`src/rtl/control_multiciclo_pkg.sv`:
```
// Shared definitions for the multi-cycle MIPS32 main control FSM:
// state encodings, opcode constants, datapath select codes and the
// control-line bundle passed from the output decoder to the top.
package control_multiciclo_pkg;

  localparam int unsigned STATE_W = 4;
  localparam int unsigned OP_W    = 6;

  // Encodings 12..15 are unused and recover to FETCH.
  typedef enum logic [STATE_W-1:0] {
    S_FETCH     = 4'd0,
    S_DECODE    = 4'd1,
    S_MEM_ADDR  = 4'd2,
    S_MEM_READ  = 4'd3,
    S_MEM_WB    = 4'd4,
    S_MEM_WRITE = 4'd5,
    S_R_EXEC    = 4'd6,
    S_R_WB      = 4'd7,
    S_BRANCH    = 4'd8,
    S_JUMP      = 4'd9,
    S_I_EXEC    = 4'd10,
    S_I_WB      = 4'd11
  } state_t;

  // Opcodes (IR[31:26])
  localparam logic [OP_W-1:0] OP_RTYPE = 6'b000000;
  localparam logic [OP_W-1:0] OP_LW    = 6'b100011;
  localparam logic [OP_W-1:0] OP_SW    = 6'b101011;
  localparam logic [OP_W-1:0] OP_BEQ   = 6'b000100;
  localparam logic [OP_W-1:0] OP_J     = 6'b000010;
  localparam logic [OP_W-1:0] OP_ADDI  = 6'b001000;
  localparam logic [OP_W-1:0] OP_ANDI  = 6'b001100;
  localparam logic [OP_W-1:0] OP_ORI   = 6'b001101;
  localparam logic [OP_W-1:0] OP_XORI  = 6'b001110;
  localparam logic [OP_W-1:0] OP_SLTI  = 6'b001010;

  // ALUop codes understood by ALU control
  localparam logic [1:0] ALUOP_ADD   = 2'b00;
  localparam logic [1:0] ALUOP_SUB   = 2'b01;
  localparam logic [1:0] ALUOP_RTYPE = 2'b10;
  localparam logic [1:0] ALUOP_ITYPE = 2'b11;

  // ALU operand B select
  localparam logic [1:0] SRCB_REG     = 2'b00;
  localparam logic [1:0] SRCB_FOUR    = 2'b01;
  localparam logic [1:0] SRCB_IMM     = 2'b10;
  localparam logic [1:0] SRCB_IMM_SH2 = 2'b11;

  // ALU operand A select
  localparam logic SRCA_PC  = 1'b0;
  localparam logic SRCA_REG = 1'b1;

  // Next-PC select
  localparam logic [1:0] PCSRC_ALU    = 2'b00;
  localparam logic [1:0] PCSRC_ALUOUT = 2'b01;
  localparam logic [1:0] PCSRC_JUMP   = 2'b10;

  // Datapath control lines driven each cycle
  typedef struct packed {
    logic       mem_read;
    logic       iord;
    logic       mem_write;
    logic       ir_write;
    logic       reg_dst;
    logic       reg_write;
    logic       mem_to_reg;
    logic       pc_write;
    logic       pc_write_cond;
    logic [1:0] pc_source;
    logic       alu_src_a;
    logic [1:0] alu_src_b;
    logic [1:0] alu_op;
  } ctrl_t;

  localparam ctrl_t CTRL_IDLE = '0;

  // I-type ALU opcodes that share the I_EXEC/I_WB path
  function automatic logic is_itype_alu(input logic [OP_W-1:0] op);
    return (op == OP_ADDI) || (op == OP_ANDI) || (op == OP_ORI) ||
           (op == OP_XORI) || (op == OP_SLTI);
  endfunction

  // Selector handed to ALU control: funct for R-type, opcode otherwise
  function automatic logic [OP_W-1:0] fnc_select(input logic [OP_W-1:0] op,
                                                 input logic [OP_W-1:0] fn);
    return (op == OP_RTYPE) ? fn : op;
  endfunction

endpackage

```
`src/rtl/control_salidas.sv`:
```
// Combinational decode of the control state into datapath control lines.
// Architectural write enables are held off until the FSM is running so a
// freshly reset core never commits a write in its first cycle.
module control_salidas
  import control_multiciclo_pkg::*;
(
  input  state_t state_i,
  input  logic   run_i,
  input  logic   mem_ready_i,
  output ctrl_t  ctrl_c
);

  ctrl_t base;

  // Per-state control lines; anything not named for a state stays 0
  always_comb begin
    base = CTRL_IDLE;
    case (state_i)
      S_FETCH: begin
        base.mem_read  = 1'b1;
        base.iord      = 1'b0;
        base.alu_src_a = SRCA_PC;
        base.alu_src_b = SRCB_FOUR;
        base.alu_op    = ALUOP_ADD;
        base.pc_source = PCSRC_ALU;
        base.ir_write  = mem_ready_i;
        base.pc_write  = mem_ready_i;
      end
      S_DECODE: begin
        base.alu_src_a = SRCA_PC;
        base.alu_src_b = SRCB_IMM_SH2;
        base.alu_op    = ALUOP_ADD;
      end
      S_MEM_ADDR: begin
        base.alu_src_a = SRCA_REG;
        base.alu_src_b = SRCB_IMM;
        base.alu_op    = ALUOP_ADD;
      end
      S_MEM_READ: begin
        base.mem_read = 1'b1;
        base.iord     = 1'b1;
      end
      S_MEM_WB: begin
        base.reg_write  = 1'b1;
        base.reg_dst    = 1'b0;
        base.mem_to_reg = 1'b1;
      end
      S_MEM_WRITE: begin
        base.mem_write = 1'b1;
        base.iord      = 1'b1;
      end
      S_R_EXEC: begin
        base.alu_src_a = SRCA_REG;
        base.alu_src_b = SRCB_REG;
        base.alu_op    = ALUOP_RTYPE;
      end
      S_R_WB: begin
        base.reg_write  = 1'b1;
        base.reg_dst    = 1'b1;
        base.mem_to_reg = 1'b0;
      end
      S_BRANCH: begin
        base.alu_src_a     = SRCA_REG;
        base.alu_src_b     = SRCB_REG;
        base.alu_op        = ALUOP_SUB;
        base.pc_write_cond = 1'b1;
        base.pc_source     = PCSRC_ALUOUT;
      end
      S_JUMP: begin
        base.pc_write  = 1'b1;
        base.pc_source = PCSRC_JUMP;
      end
      S_I_EXEC: begin
        base.alu_src_a = SRCA_REG;
        base.alu_src_b = SRCB_IMM;
        base.alu_op    = ALUOP_ITYPE;
      end
      S_I_WB: begin
        base.reg_write  = 1'b1;
        base.reg_dst    = 1'b0;
        base.mem_to_reg = 1'b0;
      end
      default: base = CTRL_IDLE;
    endcase
  end

  // Suppress architectural writes until the first post-reset clock
  always_comb begin
    ctrl_c = base;
    if (!run_i) begin
      ctrl_c.ir_write  = 1'b0;
      ctrl_c.pc_write  = 1'b0;
      ctrl_c.mem_write = 1'b0;
      ctrl_c.reg_write = 1'b0;
    end
  end

endmodule

```
`src/rtl/control_multiciclo.sv`:
```
// Multi-cycle MIPS32 main control: owns the state register, next-state
// logic, the ALU-control selector latched in DECODE, the run gate and
// the retired-instruction counter. Control lines come from control_salidas.
module control_multiciclo
  import control_multiciclo_pkg::*;
#(
  parameter int unsigned CNT_W = 32
) (
  input  logic             clk,
  input  logic             rst_n,
  input  logic [5:0]       opcode,
  input  logic [5:0]       funct,
  input  logic             mem_ready,
  output logic [1:0]       ALUop,
  output logic [5:0]       fnc_o,
  output logic             ALUSrcA,
  output logic [1:0]       ALUSrcB,
  output logic             IorD,
  output logic             MemRead,
  output logic             MemWrite,
  output logic             IRWrite,
  output logic             RegDst,
  output logic             RegWrite,
  output logic             MemtoReg,
  output logic             PCWrite,
  output logic             PCWriteCond,
  output logic [1:0]       PCSource,
  output logic             illegal,
  output logic [3:0]       state_o,
  output logic [CNT_W-1:0] retired
);

  state_t           state_q, state_d;
  logic [OP_W-1:0]  fnc_q, fnc_d;
  logic             run_q, run_d;
  logic [CNT_W-1:0] retired_q, retired_d;
  logic             retire;
  ctrl_t            ctrl;

  // State, selector, run gate and retire counter registers
  always_ff @(posedge clk or negedge rst_n) begin
    if (!rst_n) begin
      state_q   <= S_FETCH;
      fnc_q     <= '0;
      run_q     <= 1'b0;
      retired_q <= '0;
    end else begin
      state_q   <= state_d;
      fnc_q     <= fnc_d;
      run_q     <= run_d;
      retired_q <= retired_d;
    end
  end

  // Next-state, DECODE latch, illegal pulse and retire detection
  always_comb begin
    state_d   = state_q;
    fnc_d     = fnc_q;
    run_d     = 1'b1;
    retire    = 1'b0;
    illegal   = 1'b0;
    case (state_q)
      S_FETCH: begin
        // The first fetch after reset waits for run so no IR/PC write is lost
        if (run_q && mem_ready) state_d = S_DECODE;
      end
      S_DECODE: begin
        fnc_d = fnc_select(opcode, funct);
        if ((opcode == OP_LW) || (opcode == OP_SW)) begin
          state_d = S_MEM_ADDR;
        end else if (opcode == OP_RTYPE) begin
          state_d = S_R_EXEC;
        end else if (is_itype_alu(opcode)) begin
          state_d = S_I_EXEC;
        end else if (opcode == OP_BEQ) begin
          state_d = S_BRANCH;
        end else if (opcode == OP_J) begin
          state_d = S_JUMP;
        end else begin
          state_d = S_FETCH;
          illegal = 1'b1;
        end
      end
      S_MEM_ADDR: begin
        state_d = (opcode == OP_LW) ? S_MEM_READ : S_MEM_WRITE;
      end
      S_MEM_READ: begin
        if (mem_ready) state_d = S_MEM_WB;
      end
      S_MEM_WB: begin
        state_d = S_FETCH;
        retire  = 1'b1;
      end
      S_MEM_WRITE: begin
        if (mem_ready) begin
          state_d = S_FETCH;
          retire  = 1'b1;
        end
      end
      S_R_EXEC: state_d = S_R_WB;
      S_R_WB: begin
        state_d = S_FETCH;
        retire  = 1'b1;
      end
      S_BRANCH: begin
        state_d = S_FETCH;
        retire  = 1'b1;
      end
      S_JUMP: begin
        state_d = S_FETCH;
        retire  = 1'b1;
      end
      S_I_EXEC: state_d = S_I_WB;
      S_I_WB: begin
        state_d = S_FETCH;
        retire  = 1'b1;
      end
      default: state_d = S_FETCH;
    endcase
    retired_d = retire ? (retired_q + CNT_W'(1)) : retired_q;
  end

  control_salidas u_salidas (
    .state_i     (state_q),
    .run_i       (run_q),
    .mem_ready_i (mem_ready),
    .ctrl_c      (ctrl)
  );

  assign ALUop       = ctrl.alu_op;
  assign ALUSrcA     = ctrl.alu_src_a;
  assign ALUSrcB     = ctrl.alu_src_b;
  assign IorD        = ctrl.iord;
  assign MemRead     = ctrl.mem_read;
  assign MemWrite    = ctrl.mem_write;
  assign IRWrite     = ctrl.ir_write;
  assign RegDst      = ctrl.reg_dst;
  assign RegWrite    = ctrl.reg_write;
  assign MemtoReg    = ctrl.mem_to_reg;
  assign PCWrite     = ctrl.pc_write;
  assign PCWriteCond = ctrl.pc_write_cond;
  assign PCSource    = ctrl.pc_source;
  assign fnc_o       = fnc_q;
  assign state_o     = 4'(state_q);
  assign retired     = retired_q;

endmodule

```
`config.mk`:
```
export PLATFORM = sky130hd
export DESIGN_NAME = control_multiciclo
export DESIGN_NICKNAME = d
export VERILOG_FILES = /design/src/rtl/control_multiciclo_pkg.sv /design/src/rtl/control_salidas.sv /design/src/rtl/control_multiciclo.sv
export SDC_FILE = /design/constraint.sdc
export NUM_CORES = 1
export LEC_CHECK = 0
export ABC_AREA = 1
export ABC_CLOCK_PERIOD_IN_PS = 1960
export CAP_MARGIN = 20
export CORE_MARGIN = 8
export CORE_UTILIZATION = 36
export CTS_BUF_LIST = sky130_fd_sc_hd__clkbuf_16
export DETAILED_ROUTE_END_ITERATION = 7
export SLEW_MARGIN = 20
export SYNTH_ARGS = -nofsm -noshare
export SYNTH_HDL_FRONTEND = slang
export SYNTH_SLANG_ARGS = --single-unit
```
`constraint.sdc`:
```
create_clock -name clk -period 1.96 [get_ports clk]
set_input_delay 0.392 -clock clk [delete_from_list [all_inputs] [get_ports clk]]
set_output_delay 0.392 -clock clk [all_outputs]
set_load 0.02 [all_outputs]
```
Word-level counts from Yosys, hierarchy flattened. Cells that the tools add are included.

Register bits after elaboration: 43. Word-level logic and storage cells: 71. Output and inout bits: 59. Input bits: 15.

Reductions and logical operators: 12. Multiplexer cells: 31. Equal/unequal tests: 23. $add $sub $neg: 1.

Operators with widths (count): $add 32x1->32 const B (1); $mux 4 (8); $eq 6x4->1 const B (5); $pmux 5 s6 (1); $pmux 4 s7 (1); $eq 4x3->1 const B (4); $eq 4x4->1 const B (4); $mux 1 (14); $eq 6x6->1 const B (2); $pmux 3 s3 (1); $eq 4x2->1 const B (2); $eq 6x2->1 const B (1); $eq 6x3->1 const B (1); $logic_not 6->1 (1); $mux 6 (1); $ne 2x2->1 const B (3); $logic_or 1x1->1 (5); $reduce_or 5->1 (1); $eq 4x1->1 const B (1); $logic_not 4->1 (1); $pmux 1 s2 (2); $pmux 2 s2 (1); $reduce_or 2->1 (2); $mux 3 (1); 3 further kinds (3).

Longest topological paths before layout.
Word-level depth: 9. Mapped depth: 11.

Hierarchy. Synthesis repeated with hierarchy kept, for this count alone.

Cell total of the unflattened synthesis: 456. Area, all modules: 2939.1 µm².

By module, submodules not included: control_multiciclo (cells each 418, sequential area each 1076.0 µm², area each 2776.4 µm², times used 1); control_salidas (cells each 38, sequential area each 0.0 µm², area each 162.7 µm², times used 1).

Worst setup path before layout. No wires, ideal clock.

Path type: flip-flop to output port. From: register state_q[3] (netlist: state_o[3]). To: output PCWrite. Data required time: 1.568 ns. Path slack: 0.120 ns. Buffers on the path: 0. Cell stages (with the launch flop): 6. Data arrival time: 1.448 ns. Path through: dfrtp_1 > nor2_1 > inv_1 > nor2_1 > inv_1 > o21ai_0.

Longest elaborated chain between the ends: 3. Elaborated cells between the ends (all ways): 4. Classes of those cells: eq/ne: 1; mux: 2; reduce/logical: 1.

Ends and longest elaborated chain: start, declared (RTL line control_multiciclo.sv:33) `state_t state_q, state_d;`; start signal, assigned (RTL line control_multiciclo.sv:48) `state_q <= state_d;`; $eq 4x4->1 or $logic_not 4->1 (tied branches) (RTL line control_salidas.sv:18) `case (state_i)`; $pmux 1 s2 * (RTL line control_salidas.sv:18); $mux 1 * (RTL line control_salidas.sv:90) `if (!run_i) begin`; end, declared (RTL line control_multiciclo.sv:25) `output logic PCWrite,`.

Mark *: on every way between the ends. The rest lies on a longest branch, timed or not.

Worst setup path after layout.
From: register state_q[1] (netlist: state_o[1]). To: output ALUSrcB[1].

Longest elaborated chain between the ends: 2. Elaborated cells between the ends (all ways): 7. Classes of those cells: eq/ne: 5; mux: 1; reduce/logical: 1.

Ends and longest elaborated chain: $eq 4x4->1 (tied with other cells) (RTL line control_salidas.sv:18); $pmux 5 s6 * (RTL line control_salidas.sv:18); end, declared (RTL line control_multiciclo.sv:17) `output logic [1:0] ALUSrcB,`.

Marked as above.

==> results.rst <==
.. list-table::
   :header-rows: 1

   * - Metric
     - Value
   * - Remaining Overflow, GRT
     - 0
   * - Starting utilization of the core area
     - 0.365
   * - Number of iterations in the first detailed-routing pass
     - 4
   * - # Max-Cap Violations
     - 0
   * - Drt total wl
     - 8220 um
   * - Switching share of total power
     - 0.372
   * - Area growth from synthesis to final layout
     - 45.5%
   * - Clock tree from TritonCTS
     - built
   * - Clock-pin slew of the registers on the worst-case setup and hold paths
     - 70 ps
   * - Post-synth ARST share
     - 1.00
   * - Flip-flop and latch count after synthesis
     - 43
   * - Kind of launch point of the worst setup path
     - register
   * - Max IR drop VDD
     - 0.588 mV
   * - Setup repair after global routing missed its margin
     - no
   * - Die Height
     - 104 um
   * - Class of the most critical setup path
     - reg2out
   * - Crit. End Element
     - output port
   * - Total count of max-transition violations in the final report
     - 0
   * - H-Tree Depth
     - 2
   * - Max Root-Sink Buffers
     - 2
   * - Signal arrival time at the worst endpoint
     - 1480 ps
   * - Class of the most critical hold timing path
     - in2async
   * - Core Area
     - 7610 um^2
   * - Switching power
     - 1.26 mW
   * - Static leakage
     - 1.96 nW
   * - Share of layout cells above drive strength 1
     - 0.153
   * - Placement Cell Area
     - 3910 um^2
   * - Global-route wire length before repair
     - 14200 um
   * - Global placer's final weighted congestion
     - 0.825
   * - Worst setup startpoint
     - state_o[1]
   * - Post-Synthesis Mean Instance Area
     - 6.58 um^2
   * - Horizontal die dimension
     - 104 um
   * - Required time reported for the critical path endpoint
     - 1570 ps
   * - Total CTS buffers
     - 5
   * - Top flip-flop cell by instance count after synthesis
     - sky130_fd_sc_hd__dfrtp_1
   * - Number of enable flip-flop cells after synthesis
     - 0
   * - Critical path's slowest cell
     - sky130_fd_sc_hd__dfrtp_1
   * - Top area cells in the synthesized netlist
     - sky130_fd_sc_hd__dfrtp_1 39%, sky130_fd_sc_hd__nand2_1 23%, sky130_fd_sc_hd__nor2_1 8.9%
   * - Final #Nets
     - 552
   * - Number of antenna violations at the first check in global routing
     - 0
   * - Number of hold violations in the final report
     - 0
   * - Period utilisation layout
     - 0.958
   * - Via count of the first global-routing pass
     - 2932
   * - Number of placement rows
     - 32
   * - Average via count per standard cell
     - 4.72
   * - Post-route standard cell area excluding fillers
     - 4040 um^2
   * - Area share of the largest cell type after synthesis
     - 0.388
   * - Slowest stage delay, CP
     - 400 ps
   * - Pwr/cell area
     - 836 nW/um^2
   * - Count of port buffers added during placement
     - 73
   * - Count of endpoints failing setup in the final report
     - 0
   * - ANT cells
     - 0
   * - Total number of vias
     - 3013
   * - Cell area after technology mapping
     - 2780 um^2
   * - Count of synthesis-stage warnings from yosys
     - 0
   * - DRC
     - 0
   * - Avg WL per Cell
     - 12.9 um
   * - Seq/Total Area, Yosys
     - 0.388
   * - Total half-perimeter wirelength after legalization and detailed placement
     - 6510 um
   * - CP max FO
     - 4
   * - Number of hold buffers added after CTS
     - 0
   * - WHS
     - 56.0 ps
   * - Most common cell after layout, fill and taps aside
     - sky130_fd_sc_hd__nand2_1
   * - Global routing usage summed across all routing layers
     - 0.156
   * - Cell internal power dissipation
     - 2.12 mW
   * - Clock sinks
     - 43
   * - Worst-case clock skew
     - 9.96 ps
   * - Shortest clock period the worst path allows after layout
     - 1880 ps
   * - Clock root cell
     - sky130_fd_sc_hd__clkbuf_16
   * - Top-level I/O count
     - 74
   * - Cells after Synth
     - 422
   * - Maximum number of pins on one net before global-route repair
     - 28
   * - Count of different cell masters after synthesis
     - 28
   * - Iteration-0 DRC Markers
     - 110
   * - R2R Path Start
     - state_o[2]
   * - Clock power share
     - 0.243
   * - Clock latency on the worst-skew pair
     - 290 ps
   * - Proportion of power drawn by combinational gates
     - 0.425
   * - Number of nets with antenna violations after routing
     - 0
   * - Achievable Freq
     - 533 MHz
   * - Library cell occupying the most area in the post-synthesis netlist
     - sky130_fd_sc_hd__dfrtp_1
   * - Sequence of cells on the critical path
     - inv_2 > nand2_1 > nor2_4 > inv_1 > o21ai_0 > clkdlybuf4s15_1
   * - Result of the run
     - finished clean
   * - Most frequent cells in the layout
     - 169 x sky130_fd_sc_hd__nand2_1, 61 x sky130_fd_sc_hd__nor2_1, 49 x sky130_fd_sc_hd__clkdlybuf4s50_1
   * - Fraction of power consumed by sequential logic
     - 0.332
   * - Synthesized net count
     - 438
   * - Die area
     - 10800 um^2
-- through the flow --
step           power [mW]  setup TNS, ps  setup WS (ps)   util  std cells
2_1_floorplan        1.89              0            120      -        422
6_report             3.38              0           83.2  0.531        639
5_1_grt              3.59              0           10.9  0.531        639
3_5_place_dp         2.63           -806           -419  0.514        630
3_3_place_gp         2.62           -661           -364  0.514        630
4_1_cts              3.43              0           1.36  0.532        638
-- routing by layer --
| layer | share of wire | up-vias | global-route usage |
|---|---|---|---|
| met1 | 0.47 | 1390 | 0.205 |
| met4 | 0.013 | 0 | 0.0486 |
| met2 | 0.46 | 62 | 0.248 |
| li1 | - | 1552 | - |
| met3 | 0.047 | 9 | 0.0335 |
| met5 | 0 | - | 0 |
-- Yosys cell counts (2+ instances only) --
master                     number
sky130_fd_sc_hd__nor3_1         2
sky130_fd_sc_hd__inv_2          4
sky130_fd_sc_hd__o211ai_1       3
sky130_fd_sc_hd__xnor2_1        2
sky130_fd_sc_hd__o21ai_0        7
sky130_fd_sc_hd__nand4_1       10
sky130_fd_sc_hd__dfrtp_1       43
sky130_fd_sc_hd__buf_2          4
sky130_fd_sc_hd__nand3_1       25
sky130_fd_sc_hd__nand3b_1       8
sky130_fd_sc_hd__nor2_1        66
sky130_fd_sc_hd__nor2_4         2
sky130_fd_sc_hd__xor2_1        10
sky130_fd_sc_hd__and2_1         2
sky130_fd_sc_hd__o221ai_1       4
sky130_fd_sc_hd__buf_6          3
sky130_fd_sc_hd__inv_1         43
sky130_fd_sc_hd__nand2_1      170
sky130_fd_sc_hd__o21ai_1        5
-- area by class of cell --
type / count / area (um^2)
Inverter: 47 / 176
Clock inverter: 3 / 16.3
Fill cell: 783 / 3570
Clock buffer: 5 / 125
Multi-Input combinational cell: 324 / 1490
Timing Repair Buffer: 115 / 1020
Tap cell: 102 / 128
Sequential cell: 43 / 1080
-- worst max-delay path, delay by kind of cell, from the launching register on --
kind	cells	cell delay, ps
DFF	1	400
and+or+nand+nor	2	260
AOI/OAI and AO/OA	1	60
buffers and inverters	3	480
-- power groups by stage --
stage | logic (mW) | clock network [mW] | registers, mW
after global routing | 1.57 | 0.879 | 1.14
final | 1.43 | 0.820 | 1.12
after CTS | 1.46 | 0.850 | 1.12
after detailed placement | 1.49 | 0 | 1.13
after global placement | 1.48 | 0 | 1.14
after floorplan | 0.605 | 0 | 1.28
-- what timing repair did --
item / CTS / global route
resized for setup: 44 / 28
cloned: 0 / 0
hold endpoints to repair: 0 / 0
pin swaps: 0 / 0
setup buffers: 0 / 1
setup endpoints to repair: 17 / 14
-- registers in the layout, summed over array words and instances (netlist names) --
signal	cells
run_q	1
state_o	4
retired	32
fnc_o	6
-- final timing paths --
kind | endpoint | slack [ps] | depth (start not counted)
worst max-delay path | ALUSrcB[1] | 80 | 6
worst min-delay path | retired[24] | 60 | 1
worst max register to register | retired[22] | 230 | 13
worst min register to register | fnc_o[5] | 500 | 2
max in group asynchronous | retired[16] | 1400 | 2
min in group clk | fnc_o[5] | 500 | 2
-- kinds of logic (layout without fill, tap and decap cells) --
group | count (synthesis) | after routing | synth area share
DFF | 43 | 43 | 0.388
and+or+nand+nor | 288 | 288 | 0.433
adders and majority gates | 1 | 1 | 0.00451
xor gates and xnor gates | 12 | 12 | 0.0379
AOI/OAI and AO/OA | 22 | 22 | 0.0500
other | 1 | 1 | 0.00135
buffers and inverters | 55 | 170 | 0.0856
No activity file was read; power rests on OpenSTA's default activity.
